==> config.mk <==
export PLATFORM = sky130hd
export DESIGN_NAME = alu_arbiter
export DESIGN_NICKNAME = d
export VERILOG_FILES = /design/src/rtl/alu_arbiter.sv
export SDC_FILE = /design/constraint.sdc
export NUM_CORES = 1
export LEC_CHECK = 0
export ABC_AREA = 1
export CAP_MARGIN = 20
export CORE_AREA = 3 3 131 133
export DETAILED_ROUTE_END_ITERATION = 10
export DIE_AREA = 0 0 134 136
export PLACE_DENSITY = 0.79
export SETUP_SLACK_MARGIN = 0.3
export SYNTH_ARGS = -nofsm -noshare
export SYNTH_HDL_FRONTEND = slang
export SYNTH_SLANG_ARGS = --single-unit
==> constraint.sdc <==
create_clock -name CLK -period 6.3 [get_ports CLK]
set_clock_uncertainty 0.05 [all_clocks]
set_input_delay 1.26 -clock CLK [delete_from_list [all_inputs] [get_ports CLK]]
set_output_delay 1.26 -clock CLK [all_outputs]
set_load 0.1 [all_outputs]
==> src/rtl/alu_arbiter.sv <==
// Two-requester round-robin arbiter/sequencer for a shared combinational ALU.
// Latches the winner's operands, waits one cycle for the ALU, then returns the result with a DONE pulse.
module alu_arbiter #(
    parameter int unsigned DATA_WIDTH = 32,
    parameter int unsigned OPRN_WIDTH = 6
) (
    input  logic                  CLK,
    input  logic                  RST,
    input  logic                  REQ0,
    input  logic [DATA_WIDTH-1:0] OP1_0,
    input  logic [DATA_WIDTH-1:0] OP2_0,
    input  logic [OPRN_WIDTH-1:0] OPRN_0,
    input  logic                  REQ1,
    input  logic [DATA_WIDTH-1:0] OP1_1,
    input  logic [DATA_WIDTH-1:0] OP2_1,
    input  logic [OPRN_WIDTH-1:0] OPRN_1,
    output logic                  ACK0,
    output logic                  ACK1,
    output logic                  DONE0,
    output logic                  DONE1,
    output logic [DATA_WIDTH-1:0] RES0,
    output logic [DATA_WIDTH-1:0] RES1,
    output logic                  ZERO0,
    output logic                  ZERO1,
    output logic                  ERR0,
    output logic                  ERR1,
    output logic                  BUSY,
    output logic [DATA_WIDTH-1:0] ALU_OP1,
    output logic [DATA_WIDTH-1:0] ALU_OP2,
    output logic [OPRN_WIDTH-1:0] ALU_OPRN,
    input  logic [DATA_WIDTH-1:0] ALU_OUT,
    input  logic                  ALU_ZERO
);

    localparam logic [OPRN_WIDTH-1:0] OPRN_FIRST = OPRN_WIDTH'(1);
    localparam logic [OPRN_WIDTH-1:0] OPRN_LAST  = OPRN_WIDTH'(9);

    typedef enum logic [1:0] {
        ST_IDLE = 2'd0,
        ST_EXEC = 2'd1,
        ST_RESP = 2'd2
    } state_e;

    state_e state_q, state_d;

    logic                  prio_q, prio_d;
    logic                  win_q, win_d;
    logic                  illegal_q, illegal_d;
    logic [DATA_WIDTH-1:0] alu_op1_q, alu_op1_d;
    logic [DATA_WIDTH-1:0] alu_op2_q, alu_op2_d;
    logic [OPRN_WIDTH-1:0] alu_oprn_q, alu_oprn_d;
    logic                  ack0_q, ack0_d, ack1_q, ack1_d;
    logic                  done0_q, done0_d, done1_q, done1_d;
    logic [DATA_WIDTH-1:0] res0_q, res0_d, res1_q, res1_d;
    logic                  zero0_q, zero0_d, zero1_q, zero1_d;
    logic                  err0_q, err0_d, err1_q, err1_d;
    logic                  busy_q, busy_d;

    logic                  any_req_c;
    logic                  win_c;
    logic [OPRN_WIDTH-1:0] oprn_sel_c;
    logic                  legal_c;
    logic [DATA_WIDTH-1:0] cap_res_c;
    logic                  cap_zero_c;

    // Contention goes to the pointer; a lone requester always wins.
    assign any_req_c  = REQ0 | REQ1;
    assign win_c      = (REQ0 & REQ1) ? prio_q : REQ1;
    assign oprn_sel_c = win_c ? OPRN_1 : OPRN_0;
    assign legal_c    = (oprn_sel_c >= OPRN_FIRST) && (oprn_sel_c <= OPRN_LAST);

    // Illegal ops report a forced zero result with ZERO low, ignoring the ALU.
    assign cap_res_c  = illegal_q ? '0 : ALU_OUT;
    assign cap_zero_c = ~illegal_q & ALU_ZERO;

    always_ff @(posedge CLK or posedge RST) begin
        if (RST) begin
            state_q <= ST_IDLE;
        end else begin
            state_q <= state_d;
        end
    end

    always_comb begin
        state_d = state_q;
        unique case (state_q)
            ST_IDLE: if (any_req_c) state_d = ST_EXEC;
            ST_EXEC: state_d = ST_RESP;
            ST_RESP: state_d = ST_IDLE;
            default: state_d = ST_IDLE;
        endcase
    end

    always_comb begin
        prio_d     = prio_q;
        win_d      = win_q;
        illegal_d  = illegal_q;
        alu_op1_d  = alu_op1_q;
        alu_op2_d  = alu_op2_q;
        alu_oprn_d = alu_oprn_q;
        ack0_d     = 1'b0;
        ack1_d     = 1'b0;
        done0_d    = 1'b0;
        done1_d    = 1'b0;
        res0_d     = res0_q;
        res1_d     = res1_q;
        zero0_d    = zero0_q;
        zero1_d    = zero1_q;
        err0_d     = err0_q;
        err1_d     = err1_q;
        busy_d     = (state_d != ST_IDLE);

        unique case (state_q)
            ST_IDLE: begin
                if (any_req_c) begin
                    win_d      = win_c;
                    prio_d     = ~win_c;
                    illegal_d  = ~legal_c;
                    alu_op1_d  = win_c ? OP1_1 : OP1_0;
                    alu_op2_d  = win_c ? OP2_1 : OP2_0;
                    alu_oprn_d = legal_c ? oprn_sel_c : '0;
                    ack0_d     = ~win_c;
                    ack1_d     = win_c;
                end
            end
            ST_EXEC: begin
                if (win_q) begin
                    res1_d  = cap_res_c;
                    zero1_d = cap_zero_c;
                    err1_d  = illegal_q;
                    done1_d = 1'b1;
                end else begin
                    res0_d  = cap_res_c;
                    zero0_d = cap_zero_c;
                    err0_d  = illegal_q;
                    done0_d = 1'b1;
                end
            end
            default: ;
        endcase
    end

    always_ff @(posedge CLK or posedge RST) begin
        if (RST) begin
            prio_q     <= 1'b0;
            win_q      <= 1'b0;
            illegal_q  <= 1'b0;
            alu_op1_q  <= '0;
            alu_op2_q  <= '0;
            alu_oprn_q <= '0;
            ack0_q     <= 1'b0;
            ack1_q     <= 1'b0;
            done0_q    <= 1'b0;
            done1_q    <= 1'b0;
            res0_q     <= '0;
            res1_q     <= '0;
            zero0_q    <= 1'b0;
            zero1_q    <= 1'b0;
            err0_q     <= 1'b0;
            err1_q     <= 1'b0;
            busy_q     <= 1'b0;
        end else begin
            prio_q     <= prio_d;
            win_q      <= win_d;
            illegal_q  <= illegal_d;
            alu_op1_q  <= alu_op1_d;
            alu_op2_q  <= alu_op2_d;
            alu_oprn_q <= alu_oprn_d;
            ack0_q     <= ack0_d;
            ack1_q     <= ack1_d;
            done0_q    <= done0_d;
            done1_q    <= done1_d;
            res0_q     <= res0_d;
            res1_q     <= res1_d;
            zero0_q    <= zero0_d;
            zero1_q    <= zero1_d;
            err0_q     <= err0_d;
            err1_q     <= err1_d;
            busy_q     <= busy_d;
        end
    end

    assign ACK0     = ack0_q;
    assign ACK1     = ack1_q;
    assign DONE0    = done0_q;
    assign DONE1    = done1_q;
    assign RES0     = res0_q;
    assign RES1     = res1_q;
    assign ZERO0    = zero0_q;
    assign ZERO1    = zero1_q;
    assign ERR0     = err0_q;
    assign ERR1     = err1_q;
    assign BUSY     = busy_q;
    assign ALU_OP1  = alu_op1_q;
    assign ALU_OP2  = alu_op2_q;
    assign ALU_OPRN = alu_oprn_q;

endmodule
==> flow_metrics.env, run 1 <==
export IMPL_wl_per_cell_microns=16.05
export IMPL_crit_path_end_kind="output pin"
export IMPL_vias=6124
export IMPL_die_area_sq_um=18220
export IMPL_hp_start="state_q[1]$_DFF_PP0_"
export IMPL_fin_crit_sh_pct=52.23
export IMPL_cp_max_fo=2
export IMPL_num_io_pins=320
export IMPL_relSlewSlack_pct=27.70
export IMPL_ys_ff_latch=148
export IMPL_rsz0062_at_grt="no"
export IMPL_clk_path_buf_depth=2
export IMPL_coreArea_sq_um=15940
export IMPL_viasPerCell=4.668
export IMPL_hold_viol=0
export IMPL_slowest_stage="clkdlybuf4s50_1"
export IMPL_layout_nets=1261
export IMPL_max_freq_mhz=303.9
export IMPL_syn_avg_cell_area_sq_um=8.150
export IMPL_postPlaceCellArea_sq_um=9612
export IMPL_drc_errors=0
export IMPL_worst_path_buf_inv=1
export IMPL_dr_first_iter_drc_count=353
export IMPL_whs_path_depth=1
export IMPL_worst_pin_slew_ns=1.081
export IMPL_routed_wl_microns=21060
export IMPL_numCtsBuffers=17
export IMPL_synthCells=780
export IMPL_cpLargestDelayFamily="buffers and inverters"
export IMPL_cts_tree="yes"
export IMPL_h_tree_depth=4
export IMPL_ys_seq_area_share_pct=58.26
export IMPL_yosys_warnings=0
export IMPL_initial_core_util_pct=39.88
export IMPL_rows=46
export IMPL_setup_viol=0
export IMPL_arrival_ns=1.98
export IMPL_drv_cap=0
export IMPL_stdcell_area_sq_um=10250
export IMPL_cts_hold_buf=0
export IMPL_cts_repair_resized=0
export IMPL_clk_latency_ns=0.41
export IMPL_cts_setup_buffers=0
export IMPL_reg2regPathDepth=6
export IMPL_fillers=1361
export IMPL_synth_edf_count=0
export IMPL_io_buffer_count=319
export IMPL_cts_root_buffer="clkbuf_16"
export IMPL_drive_gt1_share_pct=4.288
export IMPL_grt_max_degree=102
export IMPL_path_clk_slew_ns=0.06
export IMPL_die_y_microns=136
export IMPL_path_cells="clkdlybuf4s50_1"
export IMPL_async_reset_ff_share_pct=100.0
export IMPL_drv_slew=0
export IMPL_setup_tns_final_ns=0
export IMPL_grt_pass1_vias=6197
export IMPL_syn_num_nets=957
export IMPL_r2r_start="state_q[1]$_DFF_PP0_"
export IMPL_startpoint_type="flip-flop"
export IMPL_crit_required_ns=4.99
export IMPL_min_to="state_q[1]$_DFF_PP0_"
export IMPL_stdcell_count=1312
export IMPL_crit_type="flip-flop to output pin"
export IMPL_holdWs_ns=0.4089
export IMPL_dp_hpwl_microns=14980
export IMPL_track_usage_pct=22.78
export IMPL_min_period_ns=3.290
export IMPL_antenna_found_initial=0
export IMPL_netlist_area_sq_um=6357
export IMPL_drtAntennaViolNets=0
export IMPL_synth_cell_type_count=21
export IMPL_area_growth_pct=61.31
export IMPL_reg2reg_slack_ns=3.96
export IMPL_die_w_microns=134
export IMPL_synthFlopType="dfrtp_1"
export IMPL_dp_cells=1280
export IMPL_hold_path_class="flip-flop to flip-flop"
export IMPL_worst_path_largest_cell_delay_ns=1.21
export IMPL_antenna_cells=0
export IMPL_first_pass_iters=4
export IMPL_cts_sinks=148
export IMPL_grt_first_pass_wirelength_microns=32530
export IMPL_grt_overflow_total=0
export IMPL_timing_rr_end="ERR1$_DFFE_PP0P_"
export IMPL_outcome="complete, no violations"
export IMPL_place_congestion=0.8409
synthesized netlist by cell type (2+ instances only):
cell type | count | area share [%]
buf_4 | 4 | 0.47
o21ai_1 | 34 | 2.7
dfrtp_1 | 148 | 58
inv_2 | 6 | 0.35
buf_2 | 9 | 0.71
nor2_1 | 84 | 5.0
buf_6 | 4 | 0.71
inv_1 | 47 | 2.8
nor2_4 | 2 | 0.35
buf_8 | 2 | 0.47
nand3b_1 | 2 | 0.24
o21ai_0 | 57 | 4.5
clkbuf_1 | 20 | 1.2
nand3_1 | 25 | 2.0
nand2_1 | 330 | 19
layout make-up:
cell class / count / area [sq um] / area share, %
Timing Repair Buffer: 326 / 3266 / 31.84
Multi-Input combinational cell: 538 / 2196 / 21.41
Sequential cell: 148 / 3704 / 36.12
Clock inverter: 10 / 155.1 / 1.513
Inverter: 53 / 203.9 / 1.989
Tap cell: 216 / 270.3 / 2.635
Clock buffer: 21 / 460.4 / 4.490
metal layers:
metal | vias up | track usage [%] | share of wire (%)
met4 | 0 | 9.371 | 3.3
met3 | 43 | 6.884 | 7.4
met1 | 2813 | 26.01 | 38
met5 | - | 0 | 0
met2 | 263 | 39.92 | 51
li1 | 3005 | - | -
how the worst max path moves through the flow:
stage / start / to / slack [ns] / depth (start not counted)
floorplan: RST / ACK0$_DFF_PP0_ / 1.01 / 1
global placement: REQ1 / ALU_OP2[13]$_DFFE_PP0P_ / 2.73 / 7
detailed placement: REQ1 / ALU_OP2[10]$_DFFE_PP0P_ / 2.64 / 7
CTS: ALU_OPRN[2]$_DFFE_PP0P_ / ALU_OPRN[2] / 2.97 / 1
global route: ALU_OPRN[1]$_DFFE_PP0P_ / ALU_OPRN[1] / 2.95 / 1
finish: ALU_OPRN[1]$_DFFE_PP0P_ / ALU_OPRN[1] / 3.01 / 1
through the flow:
step	setup WS, ns	utilization (%)
after floorplan	1.010	-
after global placement	2.732	60.29
after detailed placement	2.643	60.29
after CTS	2.969	64.15
after global routing	2.953	64.32
final	3.010	64.32
layout by cell type, fill, tap and decap left out:
cell type and n:
nand2_2 1, clkinv_2 4, inv_2 6, o21ai_1 34
buf_4 6, o21ai_0 57, nor2_1 84, inv_1 46
clkbuf_1 2, clkdlybuf4s50_1 319, inv_6 1, dfrtp_1 148
nor2_2 1, nor2_4 2, nand3_1 25, nand3b_1 2
nand2_1 330, clkbuf_16 17, or2_0 1, buf_16 1
clkinvlp_4 2, a21oi_1 1, bufinv_16 4, clkbuf_8 2
kinds of logic after synthesis:
family / Yosys count / share of synthesized area (%)
simple gates: 446 / 27.30
flops: 148 / 58.26
buf+inv: 94 / 7.203
compound gates: 92 / 7.242
registers in the layout, indices dropped and copies added, names as in the netlist, 2 cells and up:
signal and cells:
ALU_OPRN 6, RES1 32, state_q 2, RES0 32, ALU_OP1 32, ALU_OP2 32
Power of run 1 is left out: the tool's default activity adds up to more than one toggle a clock period on the data nets, which glitch-free logic cannot reach.
==> run 2, diff against run 1 <==
- CORE_AREA: 3 3 131 133 -> 3 3 137 139
- DIE_AREA: 0 0 134 136 -> 0 0 140 142
- PLACE_DENSITY: 0.79 -> 0.76
- clock period: 6.3 -> 2.8 ns (I/O delays scaled with it)
==> run 2 against run 1 <==
Via count shrank 0.11%. Die area grew 9.1%. Wire length shrank 2.7%. Worst setup slack lost 2.1 ns. Sequential share of layout area grew 1.0 points. Non-clock buffer count grew 5. Count of clock-buffer cells in the layout shrank 2.
==> flow_metrics.env, run 2 (same netlist as run 1, synthesis figures left out) <==
export IMPL_outcome="complete, no violations"
export IMPL_coreArea_sq_um=17780
export IMPL_path_clk_slew_ns=0.06
export IMPL_fillers=1605
export IMPL_antenna_found_initial=0
export IMPL_io_buffer_count=319
export IMPL_max_freq_mhz=526.4
export IMPL_startpoint_type="input port"
export IMPL_crit_type="input port to flip-flop"
export IMPL_numCtsBuffers=17
export IMPL_hp_start="state_q[1]$_DFF_PP0_"
export IMPL_reg2reg_slack_ns=1.13
export IMPL_crit_required_ns=3.10
export IMPL_fin_crit_sh_pct=67.84
export IMPL_vias=6117
export IMPL_worst_path_largest_cell_delay_ns=0.58
export IMPL_crit_path_end_kind="flip-flop"
export IMPL_cp_max_fo=24
export IMPL_arrival_ns=2.20
export IMPL_min_period_ns=1.900
export IMPL_cts_tree="yes"
export IMPL_die_area_sq_um=19880
export IMPL_die_w_microns=140
export IMPL_rsz0062_at_grt="no"
export IMPL_whs_path_depth=1
export IMPL_drtAntennaViolNets=0
export IMPL_setup_tns_final_ns=0
export IMPL_drv_slew=0
export IMPL_grt_overflow_total=0
export IMPL_slowest_stage="clkdlybuf4s50_1"
export IMPL_global_route_peak_usage_layer="met2"
export IMPL_timing_rr_end="ALU_OP2[13]$_DFFE_PP0P_"
export IMPL_cts_hold_buf=0
export IMPL_met1_usage_pct=23.49
export IMPL_grt_max_degree=68
export IMPL_track_usage_pct=20.41
export IMPL_wl_per_cell_microns=15.41
export IMPL_r2r_start="prio_q$_DFFE_PP0P_"
export IMPL_num_io_pins=320
export IMPL_first_pass_iters=4
export IMPL_stdcell_area_sq_um=9973
export IMPL_worst_pin_slew_ns=0.6811
export IMPL_cts_sinks=148
export IMPL_most_common_layout_cells="nand2_1 (329), clkdlybuf4s50_1 (176), buf_4 (152)"
export IMPL_dp_hpwl_microns=14760
export IMPL_initial_core_util_pct=35.76
export IMPL_layout_commonest_cell="nand2_1"
export IMPL_area_growth_pct=56.88
export IMPL_setup_viol=0
export IMPL_met2_usage_pct=35.81
export IMPL_clk_path_buf_depth=2
export IMPL_min_to="state_q[1]$_DFF_PP0_"
export IMPL_drc_errors=0
export IMPL_viasPerCell=4.599
export IMPL_rows=49
export IMPL_postPlaceCellArea_sq_um=9359
export IMPL_multiInputGateArea_sq_um=2203
export IMPL_drv_cap=0
export IMPL_drive_gt1_share_pct=17.80
export IMPL_dr_first_iter_drc_count=266
export IMPL_cts_setup_buffers=0
export IMPL_hold_path_class="flip-flop to flip-flop"
export IMPL_crit_top_cell="nand2_1"
export IMPL_grt_first_pass_wirelength_microns=32490
export IMPL_cts_repair_resized=0
export IMPL_clk_latency_ns=0.41
export IMPL_place_congestion=0.7954
export IMPL_cts_root_buffer="clkbuf_16"
export IMPL_hold_viol=0
export IMPL_h_tree_depth=4
export IMPL_relSlewSlack_pct=54.60
export IMPL_seq_area_sq_um=3704
export IMPL_layout_nets=1266
export IMPL_use_met3_pct=6.284
export IMPL_routed_wl_microns=20490
export IMPL_grt_pass1_vias=6193
export IMPL_antenna_cells=0
export IMPL_reg2regPathDepth=8
export IMPL_path_cells="clkdlybuf4s50_1 > nand2_2 > inv_1 > nand2_1 > inv_2 > nand2_1 > nand3_1"
export IMPL_die_y_microns=142
## run 2: cell count changes in the layout (fill, tap and decap cells not counted), moves of 2 or more
cell             delta
clkinv_4            +2
clkinvlp_4          +3
buf_12              +3
buf_4             +146
clkbuf_8            -2
clkdlybuf4s50_1   -143
clkinv_2            -3
## run 2: cell type report
cell class | count | share of cell area [%]
inverters | 53 | 2.032
repair buffers | 331 | 29.71
well taps | 229 | 2.873
clock inverters | 12 | 1.819
multi-input cells | 538 | 22.09
clock buffers | 19 | 4.341
flip-flops and latches | 148 | 37.13
## run 2: worst max-delay path: cells and delay by family
family / cells / cell delay [ns]
buf+inv: 3 / 1.19
simple gates: 4 / 0.44
## run 2: how the worst max path moves through the flow
stage | endpoint | start | slack [ns] | cells after the start
after floorplan | ACK0$_DFF_PP0_ | RST | 0.33 | 1
after global placement | ALU_OP2[20]$_DFFE_PP0P_ | REQ1 | 0.52 | 7
after detailed placement | ALU_OP1[17]$_DFFE_PP0P_ | REQ1 | 0.47 | 6
after CTS | ALU_OP2[13]$_DFFE_PP0P_ | REQ0 | 0.91 | 8
after global routing | ALU_OP2[0]$_DFFE_PP0P_ | REQ1 | 0.70 | 7
final | ALU_OP2[19]$_DFFE_PP0P_ | REQ1 | 0.90 | 7
## run 2: metal layers
metal / vias to the layer above / share of wire, % / routed length [microns]
met4: 0 / 3.1 / 628
met1: 2816 / 39 / 7967
li1: 3006 / - / -
met3: 42 / 7.9 / 1622
met5: - / 0 / 0
met2: 253 / 50 / 10270
## run 2: stage by stage
stage / util (%) / std cells / hold WS [ns] / setup slack, ns
6_report: 56.09 / 1330 / 0.4101 / 0.9004
5_1_grt: 56.09 / 1330 / 0.4401 / 0.6999
2_1_floorplan: - / 780 / 0.3649 / 0.3290
3_3_place_gp: 52.64 / 1299 / 0.3862 / 0.5153
3_5_place_dp: 52.64 / 1299 / 0.3868 / 0.4695
4_1_cts: 56.09 / 1330 / 0.4097 / 0.9123
Power of run 2 is left out for the same reason.
